===== src/rtl/mch_win_acc_pkg.sv =====
// Shared types and helpers for the windowed masked accumulator.
package mch_win_acc_pkg;

    // Window controller states
    typedef enum logic [1:0] {
        IDLE = 2'd0,
        ACC  = 2'd1,
        DONE = 2'd2
    } state_t;

    // Width of one sample sum: an N_IN-word sum of DATA_W-bit words never overflows this.
    function automatic int sum_width(input int data_w, input int n_in);
        return data_w + $clog2(n_in);
    endfunction

endpackage


===== src/rtl/mch_win_acc_masked_sum.sv =====
// Combinational masked adder: sums the input words whose mask bit is set.
module masked_sum
    import mch_win_acc_pkg::*;
#(
    parameter int DATA_W = 3,
    parameter int N_IN   = 2,
    parameter int SUM_W  = sum_width(DATA_W, N_IN)
) (
    input  logic [N_IN*DATA_W-1:0] data,
    input  logic [N_IN-1:0]        mask,
    output logic [SUM_W-1:0]       sum
);

    // Add each enabled word at full sum width so no carry is lost
    always_comb begin
        sum = '0;
        for (int k = 0; k < N_IN; k++) begin
            if (mask[k]) begin
                sum = sum + SUM_W'(data[k*DATA_W +: DATA_W]);
            end
        end
    end

endmodule


===== src/rtl/mch_win_acc.sv =====
// Windowed masked accumulator: sums a programmable number of masked samples,
// with wrap or saturate overflow handling and a sticky carry flag.
module mch_win_acc
    import mch_win_acc_pkg::*;
#(
    parameter int DATA_W = 3,
    parameter int N_IN   = 2,
    parameter int ACC_W  = 6,
    parameter int LEN_W  = 4
) (
    input  logic                   clk,
    input  logic                   i_rst,
    input  logic [N_IN*DATA_W-1:0] i_data,
    input  logic [N_IN-1:0]        i_mask,
    input  logic                   i_valid,
    output logic                   o_ready,
    input  logic                   i_start,
    input  logic [LEN_W-1:0]       i_len,
    input  logic                   i_sat,
    input  logic                   i_clear,
    output logic [ACC_W-1:0]       o_data,
    output logic                   o_carry,
    output logic                   o_valid,
    input  logic                   i_ready,
    output logic                   o_busy
);

    localparam int SUM_W = sum_width(DATA_W, N_IN);
    localparam logic [LEN_W-1:0] LEN_ONE = 1;

    state_t             state;
    state_t             next_state;
    logic [LEN_W-1:0]   count;
    logic [LEN_W-1:0]   count_inc;
    logic [LEN_W-1:0]   len;
    logic               sat;
    logic [ACC_W-1:0]   acc;
    logic [ACC_W-1:0]   acc_next;
    logic               carry;
    logic [SUM_W-1:0]   sample_sum;
    logic [ACC_W:0]     total;
    logic               take;
    logic               launch;
    logic               last;

    masked_sum #(
        .DATA_W (DATA_W),
        .N_IN   (N_IN),
        .SUM_W  (SUM_W)
    ) u_sum (
        .data (i_data),
        .mask (i_mask),
        .sum  (sample_sum)
    );

    // One-bit-wider add exposes overflow; saturate clamps, wrap keeps the low bits
    always_comb begin
        total     = {1'b0, acc} + {{(ACC_W + 1 - SUM_W){1'b0}}, sample_sum};
        acc_next  = (sat && total[ACC_W]) ? '1 : total[ACC_W-1:0];
        count_inc = count + LEN_ONE;
        take      = (state == ACC) && i_valid;
        launch    = (state == IDLE) && i_start && (i_len != '0);
        last      = (count_inc == len);
    end

    // State register
    always_ff @(posedge clk or posedge i_rst) begin
        if (i_rst) begin
            state <= IDLE;
        end else begin
            state <= next_state;
        end
    end

    // Next-state and handshake outputs; clear wins over every other request
    always_comb begin
        next_state = state;
        o_ready    = 1'b0;
        o_valid    = 1'b0;
        o_busy     = (state != IDLE);
        case (state)
            IDLE: begin
                if (launch) begin
                    next_state = ACC;
                end
            end
            ACC: begin
                o_ready = 1'b1;
                if (take && last) begin
                    next_state = DONE;
                end
            end
            DONE: begin
                o_valid = 1'b1;
                if (i_ready) begin
                    next_state = IDLE;
                end
            end
            default: next_state = IDLE;
        endcase
        if (i_clear) begin
            next_state = IDLE;
        end
    end

    // Accumulator, sample counter, sticky carry and latched window settings
    always_ff @(posedge clk or posedge i_rst) begin
        if (i_rst) begin
            acc   <= '0;
            carry <= 1'b0;
            count <= '0;
            len   <= '0;
            sat   <= 1'b0;
        end else if (i_clear) begin
            acc   <= '0;
            carry <= 1'b0;
            count <= '0;
        end else if (launch) begin
            acc   <= '0;
            carry <= 1'b0;
            count <= '0;
            len   <= i_len;
            sat   <= i_sat;
        end else if (take) begin
            acc   <= acc_next;
            carry <= carry | total[ACC_W];
            count <= count_inc;
        end
    end

    assign o_data  = acc;
    assign o_carry = carry;

endmodule


===== config.mk =====
export PLATFORM = sky130hd
export DESIGN_NAME = mch_win_acc
export DESIGN_NICKNAME = d
export VERILOG_FILES = /design/src/rtl/mch_win_acc_pkg.sv /design/src/rtl/mch_win_acc_masked_sum.sv /design/src/rtl/mch_win_acc.sv
export SDC_FILE = /design/constraint.sdc
export NUM_CORES = 1
export LEC_CHECK = 0
export BUFFER_PORTS_ARGS = -buffer_cell sky130_fd_sc_hd__buf_2
export CORE_UTILIZATION = 45
export DETAILED_ROUTE_END_ITERATION = 16
export GPL_TIMING_DRIVEN = 0
export PLACE_DENSITY = 0.8
export SYNTH_ARGS = -nofsm -noshare
export SYNTH_HDL_FRONTEND = slang
export SYNTH_HIERARCHICAL = 1
export SYNTH_SLANG_ARGS = --single-unit

===== constraint.sdc =====
create_clock -name clk -period 2.88 [get_ports clk]
set_input_delay 0.576 -clock clk [delete_from_list [all_inputs] [get_ports clk]]
set_output_delay 0.576 -clock clk [all_outputs]
set_load 0.02 [all_outputs]

==> impl_metrics.toml, run 1 <==
[outcome]
outcome = "complete, no violations"

[clock_tree]
cts_hold_buf = 0
cts_buffers = 3
clk_latency_ns = 0.30
clock_sinks = 18
postCtsSetupBuffers = 0
clockBufferDepth = 2
cts-root-buf = "clkbuf_4"
htreeDepth = 1
clk_pin_slew_ns = 0.10
cts_tree = "done"

[sta]
fin_worst_skew_ns = 0.00324
fmaxAchievable_mhz = 368
rsz0062_at_grt = "no"
period_share = 0.944
tightest_slew_ns = 0.683
relSlewSlack = 0.544
finalHoldViolations = 0
period_minus_slack_ns = 2.72
final_max_slew_viol_count = 0
finalSetupTns_ns = 0
setup_viol = 0

[yosys]
synth_most_common_cell = "dfrtp_1"
async_reset_ff_frac = 1.00
syn_area_um2 = 1220
synth-main-ff-cell = "dfrtp_1"
synth_top_area_frac = 0.368
synth.largest_area_cell = "dfrtp_1"
ys_seq_area_frac = 0.368
synth_cell_types = 38
synth_common_cells = "dfrtp_1 (18), nand2_1 (17), ha_1 (8), inv_1 (7)"
avgSynthCellArea_um2 = 10.2
synth-edff-count = 0
syn-num-nets = 149
synth_area_leaders = "dfrtp_1 (37%), ha_1 (8.2%), mux2_4 (6.1%)"
ys_warn_count = 6
syn-instance-count = 120
synth.ff_latch_count = 18

[finish]
n_antenna_cell = 0
multiInputGateArea_um2 = 763
num-nets-final = 182
final_core_util = 0.577
drive_gt1_frac = 0.318
filler_cell_count = 240
regArea_um2 = 450
area_growth_pct = 18.8
final_area_um2 = 1460

[detailed_routing]
drt-initial-drc-count = 15
dr.pass1.iters = 6
wl_um = 2570
wire_per_inst_um = 14.2
drc = 0
dr_total_vias = 1013
antenna_left = 0
viasPerCell = 5.60

[critical_path]
end_kind = "flop"
critPathLaunchType = "primary input"
cp_cell_sequence = "buf_2 > and2_4 > ha_1 > inv_1 > fa_1 > xnor2_1 > mux2_2 > ha_4 > a211o_1 > nor4bb_4 > o21bai_1 > a22o_1"
crit_path_max_incr_delay_ns = 0.38
cp_top_family = "adder cells"
crit_path_max_fanout = 5
crit_buf_inv = 2
cp.arrival_ns = 2.92
crit_required_ns = 3.08
crit_slowest_cell = "fa_1"
setup.worst_path.class = "primary input to flop"

[place]
dpl_cell_area_um2 = 1400
hpwl_um = 1950
place.gp.congestion = 0.814
numPortBuffers = 28

[flow_run]
cap_viol_max_count = 0

[power_and_ir_drop]
power_uw = 600
p_leak_nw = 0.762
ir_drop_mv = 0.334
power_density_nw_per_um2 = 412

[floorplan]
fp.dieH_um = 54.2
initial_core_util = 0.486
rows = 18
fp.dieW_um = 54.2
ioPinCount = 29
core-area_um2 = 2520
dieArea_um2 = 2930

[min_path]
hp-class = "primary input to async pin"

[global_routing]
grt_pass1_vias = 996
grt_pass1_wl_um = 4090
antenna_found_initial = 0
grt_max_degree = 19
grt_usage = 0.200
grt_overflow = 0
==> report_power, final <==
part | internal [mW] | switching, mW
Sequential | 0.276 | 0.0196
Combinational | 0.0948 | 0.0837
Clock | 0.0488 | 0.0768
==> routing by layer <==
layer / up-vias / global-route usage / routed length (um)
met3: 8 / 0.0367 / 129
met1: 479 / 0.215 / 981
met4: 0 / 0.103 / 59
met2: 39 / 0.368 / 1400
li1: 487 / - / -
met5: - / 0 / 0
==> through the flow <==
step                hold WS (ns)  setup slack [ns]  instances
finish                     0.362             0.161        181
global route               0.421            0.0568        181
CTS                        0.389            0.0483        181
detailed placement         0.493            -0.424        178
global placement           0.490            -0.338        178
floorplan                  0.471            0.0248        120
==> repair_timing <==
action                                  CTS  global route
pin swaps                                 0             0
endpoints found under the setup margin    5             6
resized for setup                         1             3
==> worst paths after layout <==
path                            startpoint   endpoint  slack (ns)  cells after the start
worst max register to register   o_data[0]  o_data[4]        0.90                      6
worst min-delay path                 i_rst     len[3]        0.36                      2
max in group asynchronous            i_rst  o_data[1]        2.09                      2
worst max-delay path             i_mask[0]  o_data[4]        0.16                     12
worst min register to register   o_data[0]  o_data[0]        0.51                      2
min in group clk                 o_data[0]  o_data[0]        0.51                      2
==> cell type report <==
class,instances,area share
buffer,2,0.0103
clock buffer,3,0.0155
inverter,7,0.0181
multi-input combinational,93,0.525
sequential,18,0.310
tap,30,0.0258
timing repair buffer,28,0.0963
==> layout by cell type (no fill, tap or decap), types with 2 or more instances in the layout <==
| master | count |
|---|---|
| nor2_1 | 6 |
| clkbuf_4 | 3 |
| nand2_1 | 17 |
| nand3_1 | 3 |
| inv_1 | 7 |
| nor2b_1 | 2 |
| o21ai_0 | 6 |
| mux2_4 | 5 |
| xnor2_1 | 6 |
| ha_1 | 7 |
| a21oi_1 | 3 |
| and2_4 | 3 |
| o21bai_1 | 2 |
| a22o_1 | 2 |
| xor2_1 | 3 |
| buf_2 | 28 |
| mux2_2 | 2 |
| o21ai_1 | 3 |
| dfrtp_1 | 18 |
| o211ai_1 | 2 |
==> sequential cells by signal, summed over array words and instances (netlist names) <==
signal   flops
o_data       6
sat          1
count        4
len          4
o_carry      1
state        2
==> cells by family (layout without fill, tap and decap cells) <==
| family | count (synthesis) | in the layout | synth area share |
|---|---|---|---|
| simple gates | 41 | 41 | 0.183 |
| compound gates | 25 | 25 | 0.149 |
| flops | 18 | 18 | 0.368 |
| fa+ha+maj | 10 | 10 | 0.114 |
| xor+xnor | 9 | 9 | 0.0644 |
| buf+inv | 9 | 40 | 0.0337 |
| mux | 8 | 8 | 0.0878 |
Note: power is estimated with default switching activity, not from simulation.
==> inputs of run 2 (changes only) <==
==> constraint.sdc (replaced) <==
create_clock -name clk -period 3.4 [get_ports clk]
set_input_delay 0.68 -clock clk [delete_from_list [all_inputs] [get_ports clk]]
set_output_delay 0.68 -clock clk [all_outputs]
set_load 0.02 [all_outputs]
==> run 2 against run 1 <==
Compared with the run above:
- register-to-register slack better by 0.46 ns
- sequential cell count stayed put
- cell area shrank 2.1%
- critical path depth is the same
- critical path type unchanged
- first-iteration DRC count decreased by 33%
- die area did not move
- largest cell class unchanged
==> impl_metrics.toml, run 2 (same netlist as run 1, synthesis figures left out) <==
[clock_tree]
cts_hold_buf = 0
cts_buffers = 3
postCtsSetupBuffers = 0
post_cts_resized = 0
htreeDepth = 1
clockBufferDepth = 2
cts_tree = "done"
cts-root-buf = "clkbuf_4"
clock_sinks = 18
clk_pin_slew_ns = 0.10
clk_latency_ns = 0.30

[floorplan]
initial_core_util = 0.486
ioPinCount = 29
core-area_um2 = 2520
dieArea_um2 = 2930
fp.dieH_um = 54.2
rows = 18
fp.dieW_um = 54.2

[sta]
final_max_slew_viol_count = 0
setup_viol = 0
period_share = 0.909
period_minus_slack_ns = 3.09
relSlewSlack = 0.533
fmaxAchievable_mhz = 324
finalHoldViolations = 0
tightest_slew_ns = 0.691
fin_worst_skew_ns = 0.00124
rsz0062_at_grt = "no"

[power_and_ir_drop]
ir_drop_mv = 0.279
power_uw = 501
p_leak_nw = 0.744
power_density_nw_per_um2 = 352

[critical_path]
setup.worst_path.class = "primary input to flop"
ff2ff_path_depth = 6
reg2reg_slack_ns = 1.36
crit_top_cell = "ha_1"
crit_path_max_fanout = 5
r2r_end = "o_data[4]"
crit_path_max_incr_delay_ns = 0.56
cp_cell_sequence = "buf_2 > and2_4 > ha_1 > inv_1 > fa_1 > xnor2_1 > mux2_2 > ha_1 > a211o_1 > nor4bb_1 > o21bai_1 > a22o_1"
r2r-start = "o_data[0]"
crit_required_ns = 3.64
critPathLaunchType = "primary input"
crit_slowest_cell = "nor4bb_1"
end_kind = "flop"
cp.arrival_ns = 3.33

[finish]
final_cell_mix = "buf_2 (28), dfrtp_1 (18), nand2_1 (17)"
largest_reg_flops = 6
final_area_um2 = 1430
drive_gt1_frac = 0.298
n_antenna_cell = 0
final_common_cell = "buf_2"
num-nets-final = 182
area_growth_pct = 16.3

[outcome]
outcome = "complete, no violations"

[detailed_routing]
dr.pass1.iters = 6
dr_total_vias = 1004
antenna_left = 0
wire_per_inst_um = 13.5
wl_um = 2450
drt-initial-drc-count = 10
viasPerCell = 5.55
drc = 0

[place]
place.gp.congestion = 0.814
dpl_cell_area_um2 = 1400
numPortBuffers = 28
hpwl_um = 1950

[global_routing]
grt_pass1_vias = 990
antenna_found_initial = 0
grt_max_degree = 19
grt_overflow = 0
grt_usage = 0.199
grt_pass1_wl_um = 4050

[flow_run]
cap_viol_max_count = 0

[min_path]
hp-class = "primary input to async pin"
==> run 2: power breakdown <==
part	switching [mW]	total, mW	leakage (nW)	internal, mW
Combinational	0.0694	0.145	0.492	0.0756
Sequential	0.0159	0.250	0.238	0.234
Clock	0.0654	0.107	0.0138	0.0414
Total	0.151	0.501	0.744	0.351
==> run 2: worst max path at each step <==
stage / from / slack, ns / cells after the start / endpoint
6_report: i_mask[0] / 0.31 / 12 / o_data[4]
5_1_grt: i_mask[0] / 0.17 / 12 / o_data[4]
4_1_cts: i_mask[0] / 0.31 / 12 / o_data[4]
3_5_place_dp: i_mask[0] / -0.008 / 12 / o_data[4]
3_3_place_gp: i_mask[0] / 0.08 / 12 / o_data[4]
2_1_floorplan: i_data[0] / 0.44 / 11 / o_data[4]
==> run 2: metrics by stage <==
stage                     hold WS [ns]  instances  worst slack [ns]  TNS (ns)   util
after floorplan                  0.471        120             0.441         0      -
after global placement           0.490        178            0.0775         0  0.556
after detailed placement         0.493        178          -0.00752  -0.00752  0.556
after CTS                        0.493        181             0.311         0  0.565
after global routing             0.521        181             0.169         0  0.565
final                            0.467        181             0.310         0  0.565
==> run 2: area by class of cell <==
type	count	area, um^2
buffer	2	15.0
clock buffer	3	22.5
fill	246	1100
inverter	7	26.3
multi-input combinational	93	733
sequential	18	450
tap	30	37.5
timing repair buffer	28	140
==> run 2: per-layer routing <==
| layer | wire length [um] | track usage | part of all wire | vias up |
|---|---|---|---|---|
| met2 | 1320 | 0.366 | 0.54 | 31 |
| met3 | 141 | 0.0367 | 0.058 | 4 |
| li1 | - | - | - | 488 |
| met4 | 27 | 0.103 | 0.011 | 0 |
| met1 | 963 | 0.211 | 0.39 | 481 |
| met5 | 0 | 0 | 0 | - |
==> run 2: worst max-delay path, delay by kind of cell <==
| kind | cells | cell delay (ns) |
|---|---|---|
| adder cells (fa/ha/maj) | 3 | 0.88 |
| AND/OR/NAND/NOR | 2 | 0.70 |
| AO/OA/AOI/OAI | 3 | 0.51 |
| multiplexers | 1 | 0.26 |
| buffers and inverters | 2 | 0.15 |
| XOR/XNOR | 1 | 0.14 |
